[config.mk]
export PLATFORM = sky130hd
export DESIGN_NAME = ps2_key_fifo
export DESIGN_NICKNAME = d
export VERILOG_FILES = /design/src/rtl/ps2_key_fifo.sv
export SDC_FILE = /design/constraint.sdc
export NUM_CORES = 1
export LEC_CHECK = 0
export ABC_CLOCK_PERIOD_IN_PS = 2600
export CAP_MARGIN = 20
export CORE_MARGIN = 8
export CORE_UTILIZATION = 32
export CTS_CLUSTER_SIZE = 12
export DETAILED_ROUTE_END_ITERATION = 7
export PLACE_DENSITY = 0.54
export SLEW_MARGIN = 15
export SYNTH_ARGS = -nofsm -noshare
export SYNTH_HDL_FRONTEND = slang
export SYNTH_SLANG_ARGS = --single-unit
[constraint.sdc]
create_clock -name clk -period 2.6 [get_ports clk]
set_input_delay 0.65 -clock clk [delete_from_list [all_inputs] [get_ports clk]]
set_output_delay 0.65 -clock clk [all_outputs]
set_load 0.03 [all_outputs]
[src/rtl/ps2_key_fifo.sv]
`default_nettype none
// ============================================================================
// Module      : ps2_key_fifo
// Description : PS/2 keyboard receiver. Synchronises and de-glitches the raw
//               PS/2 lines, deserialises 11-bit frames (start, 8 data LSB
//               first, odd parity, stop), folds E0/F0 prefixes into key
//               events and queues them in a first-word-fall-through FIFO.
// Revision    : 1.0 - initial release
// ============================================================================
module ps2_key_fifo #(
    parameter int DEPTH        = 16,
    parameter int FILT         = 4,
    parameter int TIMEOUT      = 50000,
    parameter int REPORT_BREAK = 1
) (
    input  logic                   clk,
    input  logic                   ar,
    input  logic                   ps2_clk,
    input  logic                   ps2_dat,
    input  logic                   rd_en,
    input  logic                   clr_err,
    output logic [9:0]             key_data,
    output logic                   key_valid,
    output logic [$clog2(DEPTH):0] fifo_count,
    output logic                   overflow,
    output logic                   rx_err
);

    localparam int c_AW = $clog2(DEPTH);
    localparam int c_FW = (FILT > 1) ? $clog2(FILT) : 1;
    localparam int c_TW = $clog2(TIMEOUT + 1);
    localparam logic [c_FW-1:0] c_FILT_LAST = c_FW'(FILT - 1);
    localparam logic [c_TW-1:0] c_TMO       = c_TW'(TIMEOUT);
    localparam logic [c_AW:0]   c_DEPTH     = (c_AW + 1)'(DEPTH);
    localparam logic            c_RB        = (REPORT_BREAK != 0);

    typedef enum logic [1:0] {
        S_IDLE   = 2'd0,
        S_DATA   = 2'd1,
        S_PARITY = 2'd2,
        S_STOP   = 2'd3
    } state_t;

    // Input conditioning
    logic              r_clk_s1, r_clk_s2, r_dat_s1, r_dat_s2;
    logic              r_filt;
    logic [c_FW-1:0]   r_filt_cnt;
    logic              w_fall;

    // Frame receiver
    state_t            r_state;
    logic [2:0]        r_bit_cnt;
    logic [7:0]        r_shift;
    logic              r_par;
    logic [c_TW-1:0]   r_tmo;
    logic              w_tmo;
    logic              w_byte_good;
    logic              w_byte_bad;

    // Decoder
    logic              r_ext, r_brk;
    logic              r_evt_vld;
    logic [9:0]        r_evt;

    // FIFO
    logic [9:0]        r_mem [DEPTH];
    logic [c_AW-1:0]   r_wr_ptr, r_rd_ptr;
    logic [c_AW:0]     r_count;
    logic              r_ovf, r_rx_err;
    logic              w_pop, w_push, w_drop, w_full;

    // Two-flop synchronisers; idle PS/2 lines are high
    always_ff @(posedge clk) begin
        if (!ar) begin
            r_clk_s1 <= 1'b1;
            r_clk_s2 <= 1'b1;
            r_dat_s1 <= 1'b1;
            r_dat_s2 <= 1'b1;
        end else begin
            r_clk_s1 <= ps2_clk;
            r_clk_s2 <= r_clk_s1;
            r_dat_s1 <= ps2_dat;
            r_dat_s2 <= r_dat_s1;
        end
    end

    // A fall is the cycle in which the FILT-th consecutive low sample arrives
    assign w_fall = r_filt & ~r_clk_s2 & (r_filt_cnt == c_FILT_LAST);

    // Clock filter: level follows the synchronised clock after FILT equal samples
    always_ff @(posedge clk) begin
        if (!ar) begin
            r_filt     <= 1'b1;
            r_filt_cnt <= '0;
        end else if (r_clk_s2 != r_filt) begin
            if (r_filt_cnt == c_FILT_LAST) begin
                r_filt     <= r_clk_s2;
                r_filt_cnt <= '0;
            end else begin
                r_filt_cnt <= r_filt_cnt + 1'b1;
            end
        end else begin
            r_filt_cnt <= '0;
        end
    end

    // A real fall takes precedence over an expiring idle timer
    assign w_tmo       = (r_state != S_IDLE) && !w_fall && (r_tmo == c_TMO);
    assign w_byte_good = w_fall && (r_state == S_STOP) && (^{r_shift, r_par}) && r_dat_s2;
    assign w_byte_bad  = w_fall && (r_state == S_STOP) && !((^{r_shift, r_par}) && r_dat_s2);

    // Frame FSM with idle timer that abandons stalled partial frames
    always_ff @(posedge clk) begin
        if (!ar) begin
            r_state   <= S_IDLE;
            r_bit_cnt <= '0;
            r_shift   <= '0;
            r_par     <= 1'b0;
            r_tmo     <= '0;
        end else begin
            if (r_state == S_IDLE || w_fall) begin
                r_tmo <= '0;
            end else begin
                r_tmo <= r_tmo + 1'b1;
            end
            if (w_tmo) begin
                r_state <= S_IDLE;
            end else if (w_fall) begin
                case (r_state)
                    S_IDLE: begin
                        if (!r_dat_s2) begin
                            r_state   <= S_DATA;
                            r_bit_cnt <= '0;
                        end
                    end
                    S_DATA: begin
                        r_shift   <= {r_dat_s2, r_shift[7:1]};
                        r_bit_cnt <= r_bit_cnt + 1'b1;
                        if (r_bit_cnt == 3'd7) begin
                            r_state <= S_PARITY;
                        end
                    end
                    S_PARITY: begin
                        r_par   <= r_dat_s2;
                        r_state <= S_STOP;
                    end
                    default: begin
                        r_state <= S_IDLE;
                    end
                endcase
            end
        end
    end

    // Prefix decoder: E0/F0 set flags, any other byte emits one event
    always_ff @(posedge clk) begin
        if (!ar) begin
            r_ext     <= 1'b0;
            r_brk     <= 1'b0;
            r_evt_vld <= 1'b0;
            r_evt     <= '0;
        end else begin
            r_evt_vld <= 1'b0;
            if (w_tmo) begin
                r_ext <= 1'b0;
                r_brk <= 1'b0;
            end else if (w_byte_good) begin
                if (r_shift == 8'hE0) begin
                    r_ext <= 1'b1;
                end else if (r_shift == 8'hF0) begin
                    r_brk <= 1'b1;
                end else begin
                    r_evt     <= {r_ext, r_brk, r_shift};
                    r_evt_vld <= !r_brk || c_RB;
                    r_ext     <= 1'b0;
                    r_brk     <= 1'b0;
                end
            end
        end
    end

    // When full, a simultaneous pop frees the slot so the push still lands
    assign w_full = (r_count == c_DEPTH);
    assign w_pop  = rd_en && (r_count != '0);
    assign w_push = r_evt_vld && (!w_full || w_pop);
    assign w_drop = r_evt_vld && w_full && !w_pop;

    // Event storage
    always_ff @(posedge clk) begin
        if (w_push) begin
            r_mem[r_wr_ptr] <= r_evt;
        end
    end

    // Pointer and occupancy bookkeeping
    always_ff @(posedge clk) begin
        if (!ar) begin
            r_wr_ptr <= '0;
            r_rd_ptr <= '0;
            r_count  <= '0;
        end else begin
            if (w_push) begin
                r_wr_ptr <= r_wr_ptr + 1'b1;
            end
            if (w_pop) begin
                r_rd_ptr <= r_rd_ptr + 1'b1;
            end
            if (w_push && !w_pop) begin
                r_count <= r_count + 1'b1;
            end else if (w_pop && !w_push) begin
                r_count <= r_count - 1'b1;
            end
        end
    end

    // Sticky error flags; a new error in the clear cycle wins
    always_ff @(posedge clk) begin
        if (!ar) begin
            r_ovf    <= 1'b0;
            r_rx_err <= 1'b0;
        end else begin
            if (w_drop) begin
                r_ovf <= 1'b1;
            end else if (clr_err) begin
                r_ovf <= 1'b0;
            end
            if (w_byte_bad) begin
                r_rx_err <= 1'b1;
            end else if (clr_err) begin
                r_rx_err <= 1'b0;
            end
        end
    end

    assign key_valid  = (r_count != '0);
    assign key_data   = key_valid ? r_mem[r_rd_ptr] : 10'd0;
    assign fifo_count = r_count;
    assign overflow   = r_ovf;
    assign rx_err     = r_rx_err;

endmodule
`default_nettype wire

-- Word level (Yosys, flattened, before mapping)
Memories as Yosys holds them, arrays and structs flattened. A register that Yosys moved wholly into a read port is not among the register bits.
Cells that the tools add are included.
- word-level logic and storage cells: 109
- memories: 1
- register bits after elaboration: 65
- output and inout port bits: 18
- memory bits (writable): 160
- memory list (memory ; words ; bits a word ; read ports ; clocked after memory_dff ; wr ports ; line ; text):
    r_mem ; 16 ; 10 ; 1 ; 1 ; 1 ; 66 ; logic [9:0] r_mem [DEPTH];
- muxes and demuxes: 19
- add/sub/neg operators: 7
- eq/ne operators: 13
- reduce and logical (&&, ||, !) cells: 40
- bitwise operators: 9
- operators with widths (kind ; number):
    $add 16x1->16 const B ; 1
    $eq 16x16->1 const B ; 1
    $eq 8x8->1 const B ; 2
    $logic_and 1x1->1 ; 13
    $mux 10 ; 1
    $mux 5 ; 2
    $reduce_bool 2->1 ; 5
    $mux 1 ; 9
    $reduce_and 3->1 ; 3
    $reduce_xor 9->1 ; 1
    $add 4x1->4 const B ; 2
    $mux 4 ; 2
    $reduce_and 4->1 ; 2
    $not 1->1 ; 7
    $eq 2x2->1 const B ; 3
    $ne 2x2->1 const B ; 3
    $pmux 2 s3 ; 1
    $pmux 3 s2 ; 1
    $reduce_and 2->1 ; 3
    $add 5x1->5 const B ; 1
    $eq 5x5->1 const B ; 1
    $logic_not 1->1 ; 5
    $reduce_bool 5->1 ; 1
    $sub 5x1->5 const B ; 1
    other kinds (13) ; 17

-- Longest topological paths before layout
Gate-level depths: netlist of run 1.
- depth after elaboration: 8
- depth in mapped cells: 13

-- Least setup slack after synthesis of run 1
No wires, ideal clock.
- path type: register to register
- start: register r_count[0], in the netlist fifo_count[0]
- end: register r_count[4], in the netlist fifo_count[4]
- stages on the path, launching flop included: 14
- data arrival time: 2.881 ns
- path slack: -0.396 ns
- cell sequence: dfxtp_1 -> nor4_1 -> nor2b_1 -> nor2_1 -> inv_1 -> ha_1 -> inv_1 -> ha_1 -> nor2b_1 -> o21a_1 -> or3_1 -> a21oi_1 -> xor2_1 -> and2_1
- word-level cells in the longest chain between the ends: 7
- elaborated cells between the ends (all ways): 15
- classes of those cells: add/sub (2); eq/ne (1); mux (2); reduce/logical (10)
- RTL lines (what ; line ; text):
    start: declaration ; 68 ; logic [c_AW:0] r_count;
    start signal: assignment ; 209 ; r_count <= r_count + 1'b1;
    start signal: assignment ; 211 ; r_count <= r_count - 1'b1;
    branches (longest 7 deep; another with $sub 5x1->5) ; - ;
Parallel ways; which one is timed is not known. The select of a mux whose other input is x is not followed.
A chain may end at the register's enable or synchronous reset.

==> flow_results.org, run 1 <==
** Outcome
- Result of the run :: complete, but fails checks
- The checks that failed: negative setup slack.

** Cells and area
- After routing the design area is 11100 µm².
- Number of nets in the finished design :: 695
- 0 antenna diodes ended up in the layout.
- Non-filler instance count after layout :: 1068
- Compared with the post-synthesis result, the final layout area differs by 20.1%.
- Of the cells placed in the final design, the portion with a size suffix greater than 1 is 0.266.

** Global route
- Largest net degree at the start of global routing :: 48
- The first global-routing pass estimated 30.2 mm of wire.
- Initial antenna violation count :: 0
- The number of global-route vias before repair is 5370.
- Overall routing resource usage :: 0.113
- The total overflow left after global routing is 0.

** Setup path
- The number of buffers and inverters on the critical path is 2.
- Critical path's top delay family :: multiplexers
- For this run, the slowest stage of the critical path takes 0.51 ns.
- Launching element type of the critical path :: flip-flop
- The worst setup path is captured at an output pin.
- Largest driver fanout on the critical path :: 6
- Cells traversed along the worst timing path :: clkbuf_16, mux4_2, a22oi_2, a21oi_2, buf_6
- At the worst endpoint, the required time is 1.95 ns.
- Arr. time, crit path :: 2.21 ns
- Highest-delay cell along the critical path :: mux4_2
- The setup path with the least slack is of type reg2out.

** Drt
- After the first detailed-routing iteration, the DRC count stood at 259.
- DRC violations left :: 0
- Summed over all layers, the routed wires come to 19.5 mm.
- Overall via count from detail_route :: 5066
- The first detailed-routing pass ran for 4 iterations.
- Routed wirelength normalized by instance count :: 18.2 µm
- Post-DRT Antenna Nets :: 0
- Using the TritonRoute via totals, the vias-per-cell ratio works out to 4.74.

** STA
- Between clock sinks in the finished design, the worst skew comes to 0.0125 ns.
- Counting I/O delays and the setup requirement, the final critical path takes 2.86 ns.
- Setup total negative slack on the finished layout was measured at -2.37 ns.
- Number of pins exceeding their max-slew limit in the final report :: 0
- Timing would allow up to 350 MHz.
- Slew HR :: 0.474
- Across all hold checks on the routed design, the worst slack comes to 0.406 ns.
- In the finished design, the share of the clock period the worst path needs comes to 1.10.
- Setup repair after global routing could not meet its margin everywhere.
- Setup slack on the critical path of the routed design comes to -0.256 ns.
- Count of final setup violators :: 10
- The count of final hold-check violations was 0.
- Transition at the pin with the smallest max-transition slack :: 0.788 ns

** Min path
- Class of the worst hold path :: reg2reg

** Synth
- The share of synthesized area in the top cell type comes to 0.518.
- Yosys printed 0 warnings.
- Syn Inst Count :: 607
- In this run the cell area of the synthesized design comes to 9280 µm².
- Seq/Total Area, Yosys :: 0.667
- Post-synth cell types :: 47
- Yosys instantiated no cell more often than edfxtp_1.
- Cell taking the most area after synthesis :: edfxtp_1
- By count the netlist is led by 160 x edfxtp_1, 69 x dfxtp_1, 52 x nand2_1.
- Ranked by total cell area, the synthesized netlist is headed by edfxtp_1 52%, dfxtp_1 15%, mux4_2 9.7%.
- Main synth FF type :: edfxtp_1
- After synthesis, the mean cell area works out to 15.3 µm².
- Synthesized net count :: 633
- The synthesized design contains 229 register bits.
- Yosys mapped a number of flops with a built-in enable equal to 160.
- FFs w/ async S/R, synth :: 0

** Clock network
- Sink Count :: 229
- Clock transition time at the flip-flop clock pins of the worst setup and hold paths :: 0.06 ns
- TritonCTS created 25 clock buffers.
- Level count of the clock H-tree :: 1
- Maximum clock insertion buffer count :: 3
- Clk root buf :: clkbuf_16
- TritonCTS clock tree :: done
- Clock latency on the worst-skew pair, taken at its later pin, is 0.52 ns.

** Run
- Number of max-cap violations :: 0

** Floorplanning
- The die covers 34700 µm².
- Width of the chip :: 186 µm
- The core region is 28600 µm².
- IO Pins :: 24
- For this configuration, the core starts out at a cell density of 0.324.
- Die extent in y :: 186 µm
- Placement row count :: 62

** Place
- Cell Area, Placed :: 10200 µm²
- HPWL after DPL :: 12.3 mm
- Placed cell count :: 1023
- Placer's final routability congestion estimate :: 0.763
- Number of port buffers :: 23

** Pwr
- The analysis attributes to cell leakage a power of 0.00399 µW.
- Power Density :: 867 nW/µm²
- Peak supply drop :: 556 µV
[flip-flops by register name (all words and copies together) (netlist names), 2 cells and up, named ones only]
| signal | flops |
|---|---|
| fifo_count | 5 |
| r_bit_cnt | 3 |
| r_evt | 10 |
| r_filt_cnt | 2 |
| r_mem | 160 |
| r_rd_ptr | 4 |
| r_shift | 8 |
| r_state | 2 |
| r_tmo | 16 |
| r_wr_ptr | 4 |
[cell type report]
| cell class | count | area [µm²] |
|---|---|---|
| clock buffer | 33 | 666 |
| clock inverter | 9 | 61.3 |
| fill | 2624 | 17500 |
| inverter | 16 | 60.1 |
| multi-input combinational | 334 | 3060 |
| sequential | 229 | 6200 |
| tap | 384 | 480 |
| timing repair buffer | 63 | 613 |
[routing by layer]
| metal | track usage | share of wire | vias to the layer above |
|---|---|---|---|
| met4 | 0.0340 | 0.025 | 0 |
| met3 | 0.0192 | 0.049 | 34 |
| li1 | - | - | 2422 |
| met5 | 0 | 0 | - |
| met2 | 0.183 | 0.46 | 93 |
| met1 | 0.154 | 0.46 | 2517 |
[placed cells by master (no fill, tap or decap), types with 12 or more instances in the layout]
| cell | netlist | layout |
|---|---|---|
| buf_4 | 1 | 37 |
| mux4_2 | 40 | 40 |
| ha_1 | 19 | 17 |
| dfxtp_1 | 69 | 64 |
| clkbuf_16 | 0 | 26 |
| xnor2_1 | 12 | 12 |
| and2_1 | 14 | 14 |
| a22oi_2 | 0 | 15 |
| nor2_1 | 34 | 33 |
| nand2_1 | 52 | 52 |
| xor2_1 | 14 | 14 |
| inv_1 | 16 | 14 |
| edfxtp_1 | 160 | 160 |
[path summary, 6_finish.rpt]
path	from	to	slack (ns)	cells past startpoint
hold reg to reg	r_dat_s1	r_dat_s2	0.41	1
setup / recovery	flip-flop	key_data[5]	-0.26	5
hold / removal	r_dat_s1	r_dat_s2	0.41	1
setup reg to reg	fifo_count[2]	fifo_count[4]	0.11	13
[worst reg2reg max path, cell delays in order (launching register included)]
cell,delay [ns]
dfxtp_4,0.37
nor4_4,0.28
nor2b_4,0.23
nor2_2,0.06
inv_2,0.08
ha_4,0.13
inv_2,0.05
ha_4,0.21
nor2b_1,0.13
o21a_1,0.18
or3_1,0.32
a21oi_2,0.14
xor2_1,0.07
and2_1,0.16
[per-stage QoR]
stage / utilization / total power (µW) / worst slack [ns]
after floorplan: - / 5440 / 0.0129
after global placement: 0.357 / 6210 / -0.312
after detailed placement: 0.357 / 6240 / -0.379
after CTS: 0.387 / 9630 / -0.290
after global routing: 0.389 / 10100 / -0.330
final: 0.389 / 9660 / -0.256
[power breakdown]
group	internal (µW)	switching [µW]
clock	1800	1400
combinational	1150	1290
sequential	3920	107
[kinds of logic (layout without fill, tap and decap cells)]
kind of cell,after synthesis,count (layout),synth area share
AND/OR/NAND/NOR,167,167,0.0953
XOR/XNOR,29,29,0.0318
buffers and inverters,44,121,0.0206
multiplexers,43,43,0.100
adder cells (fa/ha/maj),20,20,0.0278
flip-flops,229,229,0.667
AO/OA/AOI/OAI,75,75,0.0573
[timing repair]
item                                    4_1_cts  5_1_grt
endpoints found under the setup margin       11       13
gates resized for setup                      27       10
gates cloned                                  1        1
buffers inserted                              0        1
pin swaps                                     1        4
hold buffers                                  0        0
(Power assumes the default switching activity.)
==> run 2, diff against run 1 <==
ABC_CLOCK_PERIOD_IN_PS = 2410   (was 2600)
clock period = 2.41 ns   (was 2.6 ns; I/O delays follow)
==> run 2 against run 1 <==
  * The flow still finishes with violations (negative setup slack)
  * First-iteration DRC count grew 6.2%
  * Register-to-register slack worse by 0.18 ns
  * Combinational power rose by 11%
  * Wire length decreased by 2.4%
  * Utilization is 0.17 points higher
  * Non-clock buffer count increased by 4
  * Clock power is 6% higher
==> flow_results.org, run 2 (same netlist as run 1, synthesis figures left out) <==
** Outcome
- Result of the run: complete, but fails checks (unchanged).
- Failing checks: negative setup slack (unchanged).

** STA
- The clock skew is 0.0123 ns (was 0.0125 ns).
- Number of endpoints with negative hold slack in the final report :: 0 (unchanged)
- Max frequency :: 363 MHz
- Worst-case setup margin in the final layout :: -0.343 ns (was -0.256 ns)
- The setup TNS came to -3.31 ns (was -2.37 ns).
- Minimum period implied by the final worst setup slack :: 2.75 ns
- Count of final setup violators :: 11 (was 10)
- Number of pins exceeding their max-slew limit in the final report :: 0 (unchanged)
- Transition at the pin with the smallest max-transition slack :: 0.734 ns (was 0.788 ns)
- Slew HR :: 0.510 (was 0.474)
- In the finished design, the share of the clock period the worst path needs comes to 1.14.
- Unrepaired setup endpoints after global routing :: true (unchanged)

** Cells and area
- Largest regs: r_mem: 160 flops, r_tmo: 16 flops, r_evt: 10 flops (unchanged).
- The register ranked first by flip-flop count is r_mem (unchanged).
- Number of nets in the finished design :: 699 (was 695)
- The post-synthesis to final-layout area growth was 20.6% (was 20.1%).
- The leading cell type in the layout, fill and taps excluded is edfxtp_1 (unchanged).
- The number of antenna repair diodes came to 0 (unchanged).
- The design area was 11200 µm² (was 11100 µm²).
- Layout cells sized above 1 :: 0.272 (was 0.266)
- Commonest cells after routing, fill and taps aside :: 160 x edfxtp_1, 64 x dfxtp_1, 52 x nand2_1 (unchanged)
- The core occupancy in the finished layout was 0.391 (was 0.389).
- The filler cell count is 2679 (was 2624).
- The number of flip-flops under the largest register name was 160 (unchanged).

** Clock network
- The clock buffer count from CTS was 25 (unchanged).
- Insertion delay to the later sink of the worst-skew pair :: 0.53 ns (was 0.52 ns)
- The CTS clock-pin slew for the worst setup and hold paths came to 0.06 ns (about the same).
- The TritonCTS clock tree is done (unchanged).
- Number of buffers inserted for hold repair after clock tree synthesis :: 0 (unchanged)
- Clk root buf :: clkbuf_16 (unchanged)
- Sink Count :: 229 (unchanged)
- The maximum count of clock buffers along a single path is 3 (unchanged).
- Level count of the clock H-tree :: 1 (unchanged)

** Setup path
- The arrival time reported for the critical path endpoint is 2.15 ns (was 2.21 ns).
- The register-to-register setup slack is -0.07 ns (was 0.11 ns).
- Critical path endpoint category :: output pin (unchanged)
- The startpoint of the worst register-to-register path was fifo_count[0] (was fifo_count[2]).
- The element type at the critical path start is a flip-flop (unchanged).
- The endpoint of the worst-slack reg-to-reg timing path is fifo_count[4] (unchanged).
- Cell depth of the worst flop-to-flop path :: 13 (unchanged)
- The biggest fanout along the worst timing path is 14 (was 6).
- Crit path required time :: 1.81 ns (was 1.95 ns)
- Critical path type :: reg2out (unchanged)

** Floorplanning
- Total Die Area :: 34700 µm² (unchanged)
- The die outline width was 186 µm (unchanged).
- Initial core utilization :: 0.324 (unchanged)
- The placeable core region is 28600 µm² (unchanged).
- Die extent in y :: 186 µm (unchanged)
- IO Pins :: 24 (unchanged)
- Placement row count :: 62 (unchanged)

** Drt
- Post-DRT Antenna Nets :: 0 (unchanged)
- Overall via count from detail_route :: 5135 (was 5066)
- Vias/cell :: 4.78 (was 4.74)
- The starting DRC count in detailed routing is 275 (was 259).
- The total wire length after detailed routing is 19.0 mm (was 19.5 mm).
- The first-pass iteration count of the detailed router was 4 (unchanged).
- The average wire per standard cell came to 17.7 µm (was 18.2 µm).
- DRC violations left :: 0 (unchanged)

** Global route
- The first-pass GRT wire length came to 30.0 mm (was 30.2 mm).
- Largest net degree at the start of global routing :: 41 (was 48)
- The number of global-route vias before repair was 5436 (was 5370).
- The number of antenna violations at the first check in global routing was 0 (unchanged).
- Overall routing resource usage :: 0.111 (was 0.113)
- The total congestion overflow was 0 (unchanged).

** Min path
- Worst hold path depth :: 1 (unchanged)
- The launch point of the worst hold path was r_clk_s1 (was r_dat_s1).
- The kind of path behind the tightest hold check is reg2reg (unchanged).
- Worst-case hold path end point :: r_clk_s2 (was r_dat_s2)

** Place
- Cell Area, Placed :: 10300 µm² (was 10200 µm²)
- Number of port buffers :: 23 (unchanged)
- The last weighted congestion value of the routability-driven placer is 0.777 (was 0.763).
- HPWL after DPL :: 12.4 mm (was 12.3 mm)

** Run
- Number of max-cap violations :: 0 (unchanged)

** Pwr
- The maximum ir drop on the vdd rail is 543 µV (was 556 µV).
- The overall power after layout was 10400 µW (was 9660 µW).
- The power density over the cells came to 929 nW/µm² (was 867 nW/µm²).
- Leakage power summed over all cells :: 0.00403 µW (was 0.00399 µW)
## run 2: through the flow
stage / hold WS, ns / cells / worst slack (ns)
2_1_floorplan: 0.386 / 607 / -0.152
3_3_place_gp: 0.390 / 1028 / -0.464
3_5_place_dp: 0.395 / 1028 / -0.494
4_1_cts: 0.409 / 1073 / -0.400
5_1_grt: 0.430 / 1074 / -0.420
6_report: 0.405 / 1074 / -0.343
## run 2: worst max-delay path, stage by stage (launching register included)
cell	delay, ns
dfxtp_4	0.40
buf_12	0.18
mux4_2	0.52
a22oi_2	0.28
a21oi_2	0.09
buf_6	0.15
## run 2: power breakdown
| part | internal, µW | switching (µW) | leakage (µW) |
|---|---|---|---|
| clock network | 1910 | 1470 | 0.000351 |
| logic | 1280 | 1430 | 0.00130 |
| registers | 4230 | 77.2 | 0.00237 |
## run 2: worst max path at each step
| stage | startpoint | endpoint | slack (ns) | cells past startpoint |
|---|---|---|---|---|
| after floorplan | fifo_count[3] | fifo_count[4] | -0.15 | 13 |
| after global placement | rd_en | fifo_count[4] | -0.46 | 13 |
| after detailed placement | rd_en | fifo_count[4] | -0.49 | 12 |
| after CTS | flip-flop | key_data[1] | -0.40 | 5 |
| after global routing | flip-flop | key_data[8] | -0.42 | 5 |
| final | flip-flop | key_data[7] | -0.34 | 5 |
## run 2: metal layers
metal	wire length, µm	GRT usage	vias up
met3	1080	0.0208	32
li1	-	-	2412
met4	526	0.0346	0
met5	0	0	-
met2	8990	0.184	100
met1	8400	0.147	2591
## run 2: layout make-up
type                    instances  area (µm²)  area share
clock buffers                  32         652      0.0583
flip-flops and latches        229        6200       0.554
multi-input cells             334        3090       0.276
well taps                     384         480      0.0429
inverters                      16        65.1     0.00581
clock inverters                12        68.8     0.00615
repair buffers                 67         639      0.0571
## run 2: repair_timing
action                                  in CTS  in global routing
buffers inserted                             1                  1
gates resized for setup                     37                 12
endpoints found under the setup margin      13                 14
pin swaps                                    2                  6
==> run 3, diff against run 2 <==
ABC_CLOCK_PERIOD_IN_PS = 2600   (was 2410)
CAP_MARGIN = 25   (was 20)
PLACE_DENSITY = 0.53   (was 0.54)
clock period = 2.6 ns   (was 2.41 ns; I/O delays follow)
==> run 3 against run 2 <==
  * The run still ends with negative setup slack left
  * Clock skew increased by 0.0085 ns
  * Die area unchanged
  * Sequential power decreased by 6.5%
  * Final cell count increased by 0.28%
  * Final area increased by 0.89%
  * Flip-flop and latch count unchanged
  * Non-clock buffer count decreased by 1
  * Hold slack improved by 0.0069 ns
  * Sequential share of layout area decreased by 0.47 points
  * Power decreased by 3.6%
  * Via count decreased by 1.2%
  * Register-to-register slack improved by 0.10 ns
==> flow_results.org, run 3 (same netlist as run 1, synthesis figures left out) <==
** Setup path
- The critical path required time is 1.95 ns (was 1.81 ns).
- Cell depth of the worst flop-to-flop path :: 14 (was 13)
- RR Startpoint :: fifo_count[2] (was fifo_count[0])
- The biggest fanout along the worst timing path was 5 (was 14).
- The kind of capture point of the worst setup path was an output pin (unchanged).
- Arr. time, crit path :: 2.22 ns (was 2.15 ns)
- The classification of the worst setup path is reg2out (unchanged).
- Flop2flop setup slack :: 0.03 ns (was -0.07 ns)
- R2r endpoint :: fifo_count[4] (unchanged)
- The element type at the critical path start is a flip-flop (unchanged).

** Drt
- The total number of vias is 5075 (was 5135).
- Total Routed Length :: 19.4 mm (was 19.0 mm)
- The average wire per standard cell was 18.0 µm (was 17.7 µm).
- The starting DRC count in detailed routing was 288 (was 275).
- Vias/cell :: 4.71 (was 4.78)
- Post-DRT Antenna Nets :: 0 (unchanged)
- DRC violations left :: 0 (unchanged)
- Number of detailed-route iterations in the first pass :: 4 (unchanged)

** Global route
- The largest net degree at the start of global routing is 53 (was 41).
- Global routing usage on met1 :: 0.151 (was 0.147)
- The peak-usage layer in the global routing report was met2 (unchanged).
- Global-route met2 utilization :: 0.190 (was 0.184)
- The first-pass GRT wire length came to 30.6 mm (was 30.0 mm).
- The met3 track demand over resource in global routing is 0.0204 (was 0.0208).
- Overflow after GRT :: 0 (unchanged)
- Via count of the first global-routing pass :: 5359 (was 5436)
- Overall routing resource usage :: 0.114 (was 0.111)
- The number of antenna violations at the first check in global routing is 0 (unchanged).

** Pwr
- Clock network power share :: 0.350 (was 0.325)
- The maximum ir drop on the vdd rail was 658 µV (was 543 µV).
- Portion of total power attributed to sequential cells :: 0.401 (was 0.414)
- The switching fraction of total power is 0.282 (was 0.287).
- Power Density :: 888 nW/µm² (was 929 nW/µm²)
- Cell Int Power :: 7200 µW (was 7410 µW)
- Net switching power of the design :: 2820 µW (was 2980 µW)
- The combinational cell fraction of total power was 0.250 (was 0.261).
- The cell leakage power is 0.00405 µW (was 0.00403 µW).
- Overall power :: 10000 µW (was 10400 µW)

** Cells and area
- The post-synthesis to final-layout area growth came to 21.7% (was 20.6%).
- Largest regs :: r_mem: 160 flops, r_tmo: 16 flops, r_evt: 10 flops (unchanged)
- Largest Register :: r_mem (unchanged)
- Number of nets in the finished design :: 699 (unchanged)
- Most common library cell in the layout ignoring fill and taps :: edfxtp_1 (unchanged)
- ANT cells :: 0 (unchanged)
- The core occupancy in the finished layout came to 0.394 (was 0.391).
- The number of standard cells in the layout, taps in and fillers out was 1077 (was 1074).
- The number of flip-flops under the largest register name is 160 (unchanged).
- Commonest cells after routing, fill and taps aside: 160 x edfxtp_1, 64 x dfxtp_1, 52 x nand2_1 (unchanged).
- The fraction of final layout cells with drive strength greater than 1 came to 0.281 (was 0.272).

** Floorplanning
- Core area :: 28600 µm² (unchanged)
- The initial core utilization is 0.324 (unchanged).
- The die outline width was 186 µm (unchanged).
- The row count was 62 (unchanged).
- IO Pins :: 24 (unchanged)
- The area of the die was 34700 µm² (unchanged).
- Die extent in y :: 186 µm (unchanged)

** STA
- Minimum period implied by the final worst setup slack :: 2.87 ns
- Portion of the clock cycle consumed by the worst path in the final layout :: 1.10
- Max frequency :: 349 MHz
- Worst-case setup margin in the final layout :: -0.267 ns (was -0.343 ns)
- The clock skew came to 0.0207 ns (was 0.0123 ns).
- The worst-margin pin slew is 0.782 ns (was 0.734 ns).
- The count of pins over their slew limit is 0 (unchanged).
- The worst hold slack after final layout is 0.412 ns (was 0.405 ns).
- Slew HR :: 0.478 (was 0.510)
- The total setup violations reported at the end of the flow was 10 (was 11).
- The count of final hold-check violations is 0 (unchanged).
- Unrepaired setup endpoints after global routing :: true (unchanged)

** Min path
- The launch point of the worst hold path is r_clk_s1 (unchanged).
- The kind of path behind the tightest hold check is reg2reg (unchanged).
- The cell depth of the worst min-delay path came to 1 (unchanged).
- The sink of the worst hold path was r_clk_s2 (unchanged).

** Place
- HPWL after DPL :: 12.4 mm (about the same)
- Number of port buffers :: 23 (unchanged)
- Placer's final routability congestion estimate :: 0.759 (was 0.777)
- Placed cell count :: 1021 (was 1028)

** Clock network
- Clk root buf :: clkbuf_16 (unchanged)
- The clock latency on the worst-skew pair came to 0.53 ns (about the same).
- Cts bufs inserted :: 26 (was 25)
- The count of H-tree levels built during CTS was 1 (unchanged).
- The TritonCTS clock tree is done (unchanged).
- The maximum count of clock buffers along a single path is 3 (unchanged).
- Sink Count :: 229 (unchanged)
- Clock transition time at the flip-flop clock pins of the worst setup and hold paths :: 0.05 ns (was 0.06 ns)

** Run
- The max capacitance violation total is 0 (unchanged).

** Outcome
- Failing checks :: negative setup slack (unchanged)
- Result of the run: complete, but fails checks (unchanged).
[run 3: cell count changes in the layout (fill, tap and decap cells not counted), moves of 3 or more]
cell      before  now
a21oi_2       10    7
clkbuf_1       7   10
buf_6          9    6
a22oi_1        9    2
a22oi_2       13   20
clkinv_1       8    2
a21oi_1        8   11
[run 3: power groups by stage]
stage	clock network [µW]	logic [µW]	registers, µW
after floorplan	0	1330	4110
after global placement	0	2160	4080
after detailed placement	0	2200	4080
after CTS	3600	2500	4020
after global routing	3750	2680	4020
final	3500	2500	4020
[run 3: how the worst max path moves through the flow]
stage | from | endpoint | slack, ns | depth (start not counted)
final | flip-flop | key_data[1] | -0.27 | 6
after global routing | flip-flop | key_data[1] | -0.35 | 6
after detailed placement | rd_en | fifo_count[4] | -0.36 | 13
after global placement | rd_en | fifo_count[4] | -0.32 | 13
after CTS | flip-flop | key_data[1] | -0.31 | 6
after floorplan | fifo_count[0] | fifo_count[4] | 0.01 | 13
[run 3: area by class of cell]
class	instances	area [µm²]
Clock buffer	37	702
Clock inverter	11	124
Fill cell	2624	17300
Inverter	16	60.1
Multi-Input combinational cell	334	3090
Sequential cell	229	6200
Tap cell	384	480
Timing Repair Buffer	66	638
[run 3: worst max-delay path, stage by stage (launching register included)]
cell	delay (ns)
dfxtp_4	0.43
buf_6	0.16
buf_16	0.13
mux4_2	0.54
a22oi_2	0.18
a21oi_1	0.09
buf_4	0.17
[run 3: per-layer routing]
layer / part of all wire / wire, µm
met5: 0 / 0
met4: 0.027 / 523
met3: 0.048 / 926
met2: 0.48 / 9290
met1: 0.45 / 8680
[run 3: through the flow]
step,cell area [µm²],TNS (ns),setup WS [ns]
floorplan,9350,0,0.0129
global placement,10200,-0.590,-0.317
detailed placement,10200,-0.705,-0.356
CTS,11300,-2.77,-0.314
global route,11300,-3.11,-0.355
finish,11300,-2.13,-0.267
[run 3: timing repair]
action	4_1_cts	5_1_grt
endpoints found under the setup margin	11	13
hold buffers	0	0
gates resized for setup	35	10
pin swaps	13	9
cloned	3	0
setup buffers	3	3
